`src/rtl/wb_config_loader_if.sv`:
```
// Wishbone slave bus bundle between the Caravel bus and the fabric config loader.
// Signal names follow the Caravel wbs_* naming so the wrapper maps one-to-one.
interface wb_config_loader_if;
   logic        wbs_stb_i;
   logic        wbs_cyc_i;
   logic        wbs_we_i;
   logic [3:0]  wbs_sel_i;
   logic [31:0] wbs_data_i;
   logic [31:0] wbs_addr_i;
   logic        wbs_ack_o;
   logic [31:0] wbs_data_o;

   modport master (
      output wbs_stb_i, wbs_cyc_i, wbs_we_i,
      output wbs_sel_i, wbs_data_i, wbs_addr_i,
      input  wbs_ack_o, wbs_data_o
   );

   modport slave (
      input  wbs_stb_i, wbs_cyc_i, wbs_we_i,
      input  wbs_sel_i, wbs_data_i, wbs_addr_i,
      output wbs_ack_o, wbs_data_o
   );
endinterface

```
`src/rtl/wb_config_loader.sv`:
```
// Wishbone slave that serialises bitstream bytes LSB-first into per-column config chains.
// Define CFG_LOADER_READBACK_EN to enable live STATUS/COUNT readback (else reads return 0).
module wb_config_loader #(
   parameter int          MX            = 7,
   parameter int          NUM_REGIONS   = 2,
   parameter logic [31:0] BASE_ADDR     = 32'h3000_0000,
   parameter int          REGION_STRIDE = 16
) (
   input  logic              wb_clk_i,
   input  logic              wb_rst_i,
   wb_config_loader_if.slave wb,
   output logic [MX-1:0]     cfg_we,
   output logic [MX-1:0]     cfg_data,
   output logic [MX-1:0]     cfg_done
);
   localparam int RW   = (NUM_REGIONS > 1) ? $clog2(NUM_REGIONS) : 1;
   localparam int IW   = RW + 2;
   localparam int NCOL = 2 ** IW;

   localparam logic [31:0] WIN    = 32'(NUM_REGIONS * REGION_STRIDE);
   localparam logic [31:0] STRIDE = 32'(REGION_STRIDE);
   localparam logic [31:0] MXU    = 32'(MX);

   localparam logic [1:0] ST_IDLE  = 2'd0;
   localparam logic [1:0] ST_SHIFT = 2'd1;
   localparam logic [1:0] ST_ACK   = 2'd2;

   logic [1:0]    r_state;
   logic [2:0]    r_k;
   logic [RW-1:0] r_region;
   logic [3:0]    r_sel;
   logic [7:0]    r_byte [4];
   logic [7:0]    r_count [NCOL];
   logic [MX-1:0] r_done;
   logic [31:0]   r_rdata;

   logic [31:0]   w_off;
   logic [31:0]   w_roff;
   logic [RW-1:0] w_region;
   logic          w_hit;
   logic          w_acc;
   logic          w_is_count;
   logic          w_is_data;
   logic          w_wr_count;
   logic          w_wr_data;
   logic [31:0]   w_rdata;

   logic [IW-1:0] w_aidx [4];
   logic [IW-1:0] w_sidx [4];
   logic [3:0]    w_aval;
   logic [3:0]    w_sval;
   logic [7:0]    w_scnt [4];
   logic [3:0]    w_act;
   logic [MX-1:0] w_set;
   logic [MX-1:0] w_clr;

   assign w_off      = wb.wbs_addr_i - BASE_ADDR;
   assign w_roff     = w_off % STRIDE;
   assign w_hit      = (wb.wbs_addr_i >= BASE_ADDR) && (w_off < WIN);
   assign w_region   = RW'(w_off / STRIDE);
   assign w_is_count = (w_roff == 32'h4);
   assign w_is_data  = (w_roff == 32'h8);

   assign w_acc = (r_state == ST_IDLE) && wb.wbs_stb_i
               && wb.wbs_cyc_i && w_hit && !wb.wbs_ack_o;
   assign w_wr_count = w_acc && wb.wbs_we_i && w_is_count;
   assign w_wr_data  = w_acc && wb.wbs_we_i && w_is_data;

   // Lane j of the addressed (accept) and latched (shift) region.
   for (genvar j = 0; j < 4; j++) begin : g_lane
      assign w_aidx[j] = {w_region, 2'(j)};
      assign w_sidx[j] = {r_region, 2'(j)};
      assign w_aval[j] = 32'(w_aidx[j]) < MXU;
      assign w_sval[j] = 32'(w_sidx[j]) < MXU;
      assign w_scnt[j] = r_count[w_sidx[j]];
      assign w_act[j]  = (r_state == ST_SHIFT) && r_sel[j] && w_sval[j]
                      && ((w_scnt[j] == 8'hFF) || ({5'd0, r_k} < w_scnt[j]));
   end

   for (genvar c = 0; c < MX; c++) begin : g_col
      localparam int L = c % 4;
      logic w_here;
      logic w_asel;
      assign w_here      = (r_region == RW'(c / 4));
      assign w_asel      = (w_region == RW'(c / 4)) && wb.wbs_sel_i[L];
      assign cfg_we[c]   = w_act[L] && w_here;
      assign cfg_data[c] = w_act[L] && w_here && r_byte[L][r_k];
      assign w_set[c]    = w_wr_data && w_asel && (r_count[c] == 8'h00);
      assign w_clr[c]    = w_wr_count && w_asel
                        && (wb.wbs_data_i[8*L +: 8] != 8'h00);
   end

`ifdef CFG_LOADER_READBACK_EN
   logic          w_is_status;
   logic [7:0]    w_acnt [4];
   logic [NCOL-1:0] w_done_pad;

   assign w_is_status = (w_roff == 32'h0);
   assign w_done_pad  = NCOL'(r_done);
   for (genvar j = 0; j < 4; j++) begin : g_rb
      assign w_acnt[j] = r_count[w_aidx[j]];
   end

   always_comb begin
      w_rdata = '0;
      if (w_is_status) begin
         w_rdata[31] = (r_state != ST_IDLE);
         for (int j = 0; j < 4; j++)
            w_rdata[j] = w_aval[j] && w_done_pad[w_aidx[j]];
      end else if (w_is_count) begin
         for (int j = 0; j < 4; j++)
            w_rdata[8*j +: 8] = w_aval[j] ? w_acnt[j] : 8'h00;
      end
   end
`else
   assign w_rdata = '0;
`endif

   assign wb.wbs_ack_o  = (r_state == ST_ACK);
   assign wb.wbs_data_o = r_rdata;
   assign cfg_done      = r_done;

   always_ff @(posedge wb_clk_i) begin
      if (wb_rst_i) begin
         r_state  <= ST_IDLE;
         r_k      <= '0;
         r_region <= '0;
         r_sel    <= '0;
         r_rdata  <= '0;
         r_done   <= '0;
         for (int i = 0; i < NCOL; i++)
            r_count[i] <= 8'hFF;
         for (int j = 0; j < 4; j++)
            r_byte[j] <= '0;
      end else begin
         unique case (r_state)
            ST_IDLE: begin
               if (w_acc) begin
                  r_region <= w_region;
                  r_rdata  <= wb.wbs_we_i ? 32'h0 : w_rdata;
                  r_state  <= ST_ACK;
                  if (w_wr_count) begin
                     for (int j = 0; j < 4; j++)
                        if (wb.wbs_sel_i[j] && w_aval[j])
                           r_count[w_aidx[j]] <= wb.wbs_data_i[8*j +: 8];
                  end
                  if (w_wr_data) begin
                     r_sel   <= wb.wbs_sel_i;
                     r_k     <= '0;
                     r_state <= ST_SHIFT;
                     for (int j = 0; j < 4; j++)
                        r_byte[j] <= wb.wbs_data_i[8*j +: 8];
                  end
               end
            end
            ST_SHIFT: begin
               r_k <= r_k + 3'd1;
               if (r_k == 3'd7) begin
                  r_state <= ST_ACK;
                  // 8'hFF marks an unlimited budget and is never consumed.
                  for (int j = 0; j < 4; j++)
                     if (r_sel[j] && w_sval[j] && (w_scnt[j] != 8'hFF))
                        r_count[w_sidx[j]] <= w_scnt[j]
                           - ((w_scnt[j] > 8'd8) ? 8'd8 : w_scnt[j]);
               end
            end
            ST_ACK: begin
               r_state <= ST_IDLE;
               r_rdata <= '0;
            end
            default: r_state <= ST_IDLE;
         endcase
         for (int c = 0; c < MX; c++) begin
            if (w_set[c])
               r_done[c] <= 1'b1;
            else if (w_clr[c])
               r_done[c] <= 1'b0;
         end
      end
   end
endmodule

```
`src/flat_wrapper.sv`:
```
// flat-port wrapper written by rule: the top's interface ports become plain ports
module wb_config_loader_flat 
#(
   parameter int          MX            = 7,
   parameter int          NUM_REGIONS   = 2,
   parameter logic [31:0] BASE_ADDR     = 32'h3000_0000,
   parameter int          REGION_STRIDE = 16
)
  (wb_clk_i, wb_rst_i, cfg_we, cfg_data, cfg_done, wb_wbs_stb_i, wb_wbs_cyc_i, wb_wbs_we_i, wb_wbs_sel_i, wb_wbs_data_i, wb_wbs_addr_i, wb_wbs_ack_o, wb_wbs_data_o);
  wb_config_loader_if wb_i ();
  input  logic wb_clk_i;
  input  logic wb_rst_i;
  output logic [MX-1:0] cfg_we;
  output logic [MX-1:0] cfg_data;
  output logic [MX-1:0] cfg_done;
  input wire logic [$bits(wb_i.wbs_stb_i)-1:0] wb_wbs_stb_i;
  input wire logic [$bits(wb_i.wbs_cyc_i)-1:0] wb_wbs_cyc_i;
  input wire logic [$bits(wb_i.wbs_we_i)-1:0] wb_wbs_we_i;
  input wire logic [$bits(wb_i.wbs_sel_i)-1:0] wb_wbs_sel_i;
  input wire logic [$bits(wb_i.wbs_data_i)-1:0] wb_wbs_data_i;
  input wire logic [$bits(wb_i.wbs_addr_i)-1:0] wb_wbs_addr_i;
  output wire logic [$bits(wb_i.wbs_ack_o)-1:0] wb_wbs_ack_o;
  output wire logic [$bits(wb_i.wbs_data_o)-1:0] wb_wbs_data_o;
  assign wb_i.wbs_stb_i = wb_wbs_stb_i;
  assign wb_i.wbs_cyc_i = wb_wbs_cyc_i;
  assign wb_i.wbs_we_i = wb_wbs_we_i;
  assign wb_i.wbs_sel_i = wb_wbs_sel_i;
  assign wb_i.wbs_data_i = wb_wbs_data_i;
  assign wb_i.wbs_addr_i = wb_wbs_addr_i;
  assign wb_wbs_ack_o = wb_i.wbs_ack_o;
  assign wb_wbs_data_o = wb_i.wbs_data_o;
  wb_config_loader #(.MX(MX), .NUM_REGIONS(NUM_REGIONS), .BASE_ADDR(BASE_ADDR), .REGION_STRIDE(REGION_STRIDE)) u_core (.wb_clk_i(wb_clk_i), .wb_rst_i(wb_rst_i), .wb(wb_i), .cfg_we(cfg_we), .cfg_data(cfg_data), .cfg_done(cfg_done));
endmodule
```
`config.mk`:
```
export PLATFORM = sky130hd
export DESIGN_NAME = wb_config_loader_flat
export DESIGN_NICKNAME = d
export VERILOG_FILES = /design/src/rtl/wb_config_loader_if.sv /design/src/rtl/wb_config_loader.sv /design/src/flat_wrapper.sv
export SDC_FILE = /design/constraint.sdc
export NUM_CORES = 1
export LEC_CHECK = 0
export BUFFER_PORTS_ARGS = -buffer_cell sky130_fd_sc_hd__buf_4
export CELL_PAD_IN_SITES_DETAIL_PLACEMENT = 1
export CELL_PAD_IN_SITES_GLOBAL_PLACEMENT = 2
export CORE_UTILIZATION = 39
export CTS_CLUSTER_DIAMETER = 80
export CTS_CLUSTER_SIZE = 14
export DETAILED_ROUTE_END_ITERATION = 8
export PLACE_DENSITY_LB_ADDON = 0.1
export SLEW_MARGIN = 25
export SYNTH_ARGS = -nofsm -noshare
export SYNTH_HDL_FRONTEND = slang
export SYNTH_SLANG_ARGS = --single-unit
```
`constraint.sdc`:
```
create_clock -name wb_clk_i -period 4 [get_ports wb_clk_i]
set_input_delay 0.4 -clock wb_clk_i [delete_from_list [all_inputs] [get_ports wb_clk_i]]
set_output_delay 0.4 -clock wb_clk_i [all_outputs]
set_load 0.01 [all_outputs]
```
Yosys cells after proc, flatten, opt, wreduce, memory -nomap -nowiden:

Memory sizes are Yosys's and may differ from the RTL's. A register that Yosys moved wholly into a read port is not among the register bits.
Index checks and enable logic that the tools add are counted.
W data, S select, Z words.

* flip-flop bits (word level): 49
* latch bits: 0
* bits in writable memories: 96
* bits in read-only memories: 0
* input port bits: 73
* output and inout bits: 54
* memories kept: 2

* $add $sub $neg: 6
* multiply operators: 0
* divide/modulo/power cells: 0
* $lt $le $gt $ge: 19
* equal/unequal tests: 16
* shifts and indexed selects: 0
* mux-type cells: 122
* bitwise gates (word level): 6
* reductions and logical operators: 120

Memory list
* u_core.r_count: words 8, width 8, read ports 11, clocked after Yosys merged registers in 4, write ports 8, RTL line wb_config_loader.sv:33 `logic [7:0] r_count [NCOL];`
* u_core.r_byte: words 4, width 8, read ports 4, clocked after Yosys merged registers in 0, write ports 4, RTL line wb_config_loader.sv:32 `logic [7:0] r_byte [4];`

Operators by type and width (number)
* $mux W8: 16
* $logic_and A1 B1 Y1: 81
* $mux W1: 77
* $pmux W32 S2: 1
* $reduce_or A8 Y1: 8
* $logic_not A8 Y1: 7
* $mux W3: 18
* $eq A8 B8 Y1 const B: 4
* $ge A32 B30 Y1 const B: 1
* $gt A8 B4 Y1 const B: 4
* $lt A3 B8 Y1: 4
* $lt A32 B6 Y1 const B: 1
* $mux W32: 1
* $ne A8 B8 Y1 const B: 4
* $reduce_bool A8 Y1: 4
* $sub A32 B30 Y32 const B: 1
* $sub A8 B8 Y8: 4
* $lt A3 B3 Y1 const B: 8
* $reduce_bool A2 Y1: 9
* $bmux W1 S3: 4
* $mux W2: 3
* $pmux W3 S2: 1
* $reduce_and A2 Y1: 3
* $reduce_and A3 Y1: 2
* 15 further kinds: 23

Depth between registers and ports, before layout:

* word-level depth: 15
* depth in mapped cells: 15

Least setup slack after synthesis:

Ideal clock, no wire load.

* kind: register -> register
* start point: register u_core.r_k[0]
* end point: memory u_core.r_count[6][0], enable pin
* setup time: 370 ps
* arrival: 2352 ps
* data required time: 3630 ps
* setup slack: 1278 ps
* stages on the path, launching flop included: 11
* buffers on the path: 1
* cell sequence: dfxtp_1 -> ha_1 -> ha_1 -> nor4bb_1 -> nand2_1 -> a31oi_1 -> or2_4 -> o31ai_4 -> buf_2 -> nand2_1 -> nor2_1

RTL lines
* start, declared: RTL line wb_config_loader.sv:29 `logic [2:0] r_k;`
* start signal, assigned: RTL line wb_config_loader.sv:157 `r_k <= r_k + 3'd1;`
* end, declared: RTL line wb_config_loader.sv:33

==> impl_metrics.toml <==
[synthesis]
syn_inst = 673
synth.avg_cell_area_um2 = 10.6
synth_cell_types = 74
ys.flop_type = "edfxtp_1"
seq_area_frac_synth_pct = 45.6
yosysWarnings = 0
syn_area_mm2 = 0.00711
ys_ff_latch = 114
synth_edf_count = 96
ys_async_sr_fraction_pct = 0

[placed_design]
port_buffers = 94
pre_cts_slack_ns = 0.645
dp_hpwl_um = 16600
dpl_cell_area_mm2 = 0.00794
dp.cells = 983
place_congestion = 0.881

[clocking]
clock_latency_ns = 0.42
cts_setup_buffers = 0
cts_resized = 0
cts_buffer_depth = 2
clkSinkCount = 114
cts_tree = "built"
clk_pin_slew_ns = 0.06
cts_buffers = 17
hold_buffers = 0
cts_root_buffer = "clkbuf_16"
h-tree-depth = 4

[hold_path]
hold_end = "u_core.r_sel[3]$_SDFFE_PP0P_"
hp-class = "primary input to flip-flop"
min_from = "wb_wbs_sel_i[3]"
holdPathStages = 2

[setup_path]
r2r_end = "u_core.r_count[1][4]$_SDFFCE_PN1P_"
path_buf_inv = 1
r2r_slack_ns = 0.63
startpoint_type = "flip-flop"
path_class = "flip-flop to flip-flop"
ff2ff_path_depth = 10
worstPathArrival_ns = 3.52
path_delay_family = "simple AND/OR/NAND/NOR gates"
cp_cell_sequence = "ha_1, ha_1, nor4bb_1, nand2_1, a31oi_1, or2_4, or3_1, buf_4, a21oi_1, nand2b_1"
cp.required_ns = 4.16
critPathMostFrequentCell = "ha_1"
r2r-start = "u_core.r_k[0]$_SDFFE_PP0P_"
crit_path_end_kind = "flip-flop"
critical_path.max_stage_delay_ns = 0.70
slowest_stage = "nor4bb_1"
cp_max_fo = 10

[timing]
max_slew_margin_pct = 34.2
worstMarginPinSlew_ns = 0.984
min_period_over_period_pct = 84.1
setup_violations = 0
rsz0062_at_grt = "no"
setup_tns_ns = 0
layout_setup_ws_ns = 0.635
holdWs_ns = 0.243
drv_slew = 0
timing.fmax_mhz = 297
fin_skew_ns = 0.0112
finalHoldViolations = 0
finalCriticalPeriod_ns = 3.37

[drt]
wirelength_um = 22100
num_vias = 5966
dr.pass1.iters = 6
wl_per_cell_um = 21.8
drtIter0Drc = 462
drcViolationCount = 0
viasPerCell = 5.88
ant_nets = 0

[global_route]
grt-ovfl-total = 0
grt_pass1_wl_um = 33200
first_global_vias = 5841
grt_max_degree = 72
grt.total_usage_pct = 24.4
antenna_found_initial = 0

[floorplanning]
boundaryPins = 127
die_w_um = 137
core_area_mm2 = 0.0179
die_area_mm2 = 0.0188
rows = 49
initial_core_util_pct = 39.7
die_h_um = 137

[flow_run]
maxCapViolations = 0

[cells_and_area]
antenna_cells = 0
drive_above_1_share_pct = 23.4
fin_area_mm2 = 0.00853
synthToLayoutAreaGrowth_pct = 20.1
fill_cells = 2021
nNetsFinal = 860
fin_util_pct = 47.7
stdcell_count = 1015

[run_status]
outcome = "complete, no violations"

[power]
total_power_mw = 3.07
leakage_nw = 3.04
vdd_drop_max_mv = 0.274
p_per_area_mw_per_mm2 = 359
==> cell usage after synthesis (10+ instances only) <==
cell type	n	area share (%)
nor2_1	42	2.2
a21oi_1	38	2.7
buf_4	36	3.8
o21ai_0	28	2.0
nor3_1	12	0.84
dfxtp_1	18	5.1
ha_1	14	2.5
inv_1	11	0.58
nand2_1	39	2.1
edfxtp_1	96	41
mux2i_1	20	2.8
nand2b_1	34	3.0
nand3_1	27	1.9
o22a_1	10	1.2
nor4_1	22	1.9
clkbuf_1	11	0.58
and2_1	38	3.3
==> placed cells by master, fill, tap and decap left out, types with 5 or more instances in the layout <==
master / instances
buf_4: 109
edfxtp_1: 96
nor2_1: 42
nand2_1: 39
a21oi_1: 38
and2_1: 38
conb_1: 36
nand2b_1: 34
o21ai_0: 28
nand3_1: 27
nor4_1: 22
mux2i_1: 20
clkbuf_16: 17
dfxtp_1: 17
ha_1: 14
nor3_1: 12
inv_1: 11
o22a_1: 10
nand4_1: 8
mux4_2: 8
nor2b_1: 7
a22oi_2: 7
or3_1: 6
nor4b_1: 6
a21o_1: 6
xnor2_1: 6
or4_1: 5
or2_2: 5
o32ai_1: 5
a22o_1: 5
a31oi_1: 5
a21oi_2: 5
o21a_1: 5
==> worst max path at each step <==
stage,startpoint,to,slack (ns),cells after the start
5_1_grt,u_core.r_k[0]$_SDFFE_PP0P_,u_core.r_count[2][7]$_SDFFCE_PN1P_,0.36,8
3_5_place_dp,wb_rst_i,u_core.r_count[2][2]$_SDFFCE_PN1P_,0.64,7
3_3_place_gp,wb_rst_i,u_core.r_count[2][2]$_SDFFCE_PN1P_,0.78,9
4_1_cts,u_core.r_k[0]$_SDFFE_PP0P_,u_core.r_count[2][7]$_SDFFCE_PN1P_,0.61,8
6_report,u_core.r_k[0]$_SDFFE_PP0P_,u_core.r_count[1][4]$_SDFFCE_PN1P_,0.63,10
2_1_floorplan,u_core.r_k[0]$_SDFFE_PP0P_,u_core.r_count[6][0]$_DFFE_PP_,1.28,10
==> power by group <==
group / leakage (nW) / internal [mW] / switching (mW) / total, mW
sequential: 0.974 / 1.31 / 0.0164 / 1.32
combinational: 1.77 / 0.0823 / 0.112 / 0.194
clock: 0.291 / 1.01 / 0.542 / 1.55
total: 3.04 / 2.40 / 0.670 / 3.07
==> state kept, by name, summed over array words and instances (netlist names), named ones only <==
register	flops
u_core.r_state	2
u_core.r_sel	4
u_core.cfg_done	7
u_core.r_k	3
u_core.g_col.w_here	1
u_core.r_count	64
u_core.r_byte	32
==> final cells by class <==
cell class / instances / area (µm²) / share of cell area (%)
Multi-Input combinational cell: 517 / 3520 / 41.2
Inverter: 13 / 48.8 / 0.572
Tap cell: 229 / 287 / 3.36
Sequential cell: 114 / 3240 / 38.0
Timing Repair Buffer: 110 / 838 / 9.82
Clock buffer: 22 / 464 / 5.44
Clock inverter: 10 / 134 / 1.57
==> kinds of logic after synthesis <==
family,share of synthesized area (%)
AOI/OAI and AO/OA,15.6
xor gates and xnor gates,1.23
adders and majority gates,2.46
buffers and inverters,6.67
DFF,45.6
muxes,6.20
other,0.106
and+or+nand+nor,22.1
==> metal layers <==
layer,global-route usage [%],vias up,share of wire (%)
li1,-,2684,-
met1,33.1,3012,46
met2,38.6,234,47
met3,4.22,36,5.6
met4,9.58,0,2.0
met5,0,-,0
Power figures use the tool's default switching activity.
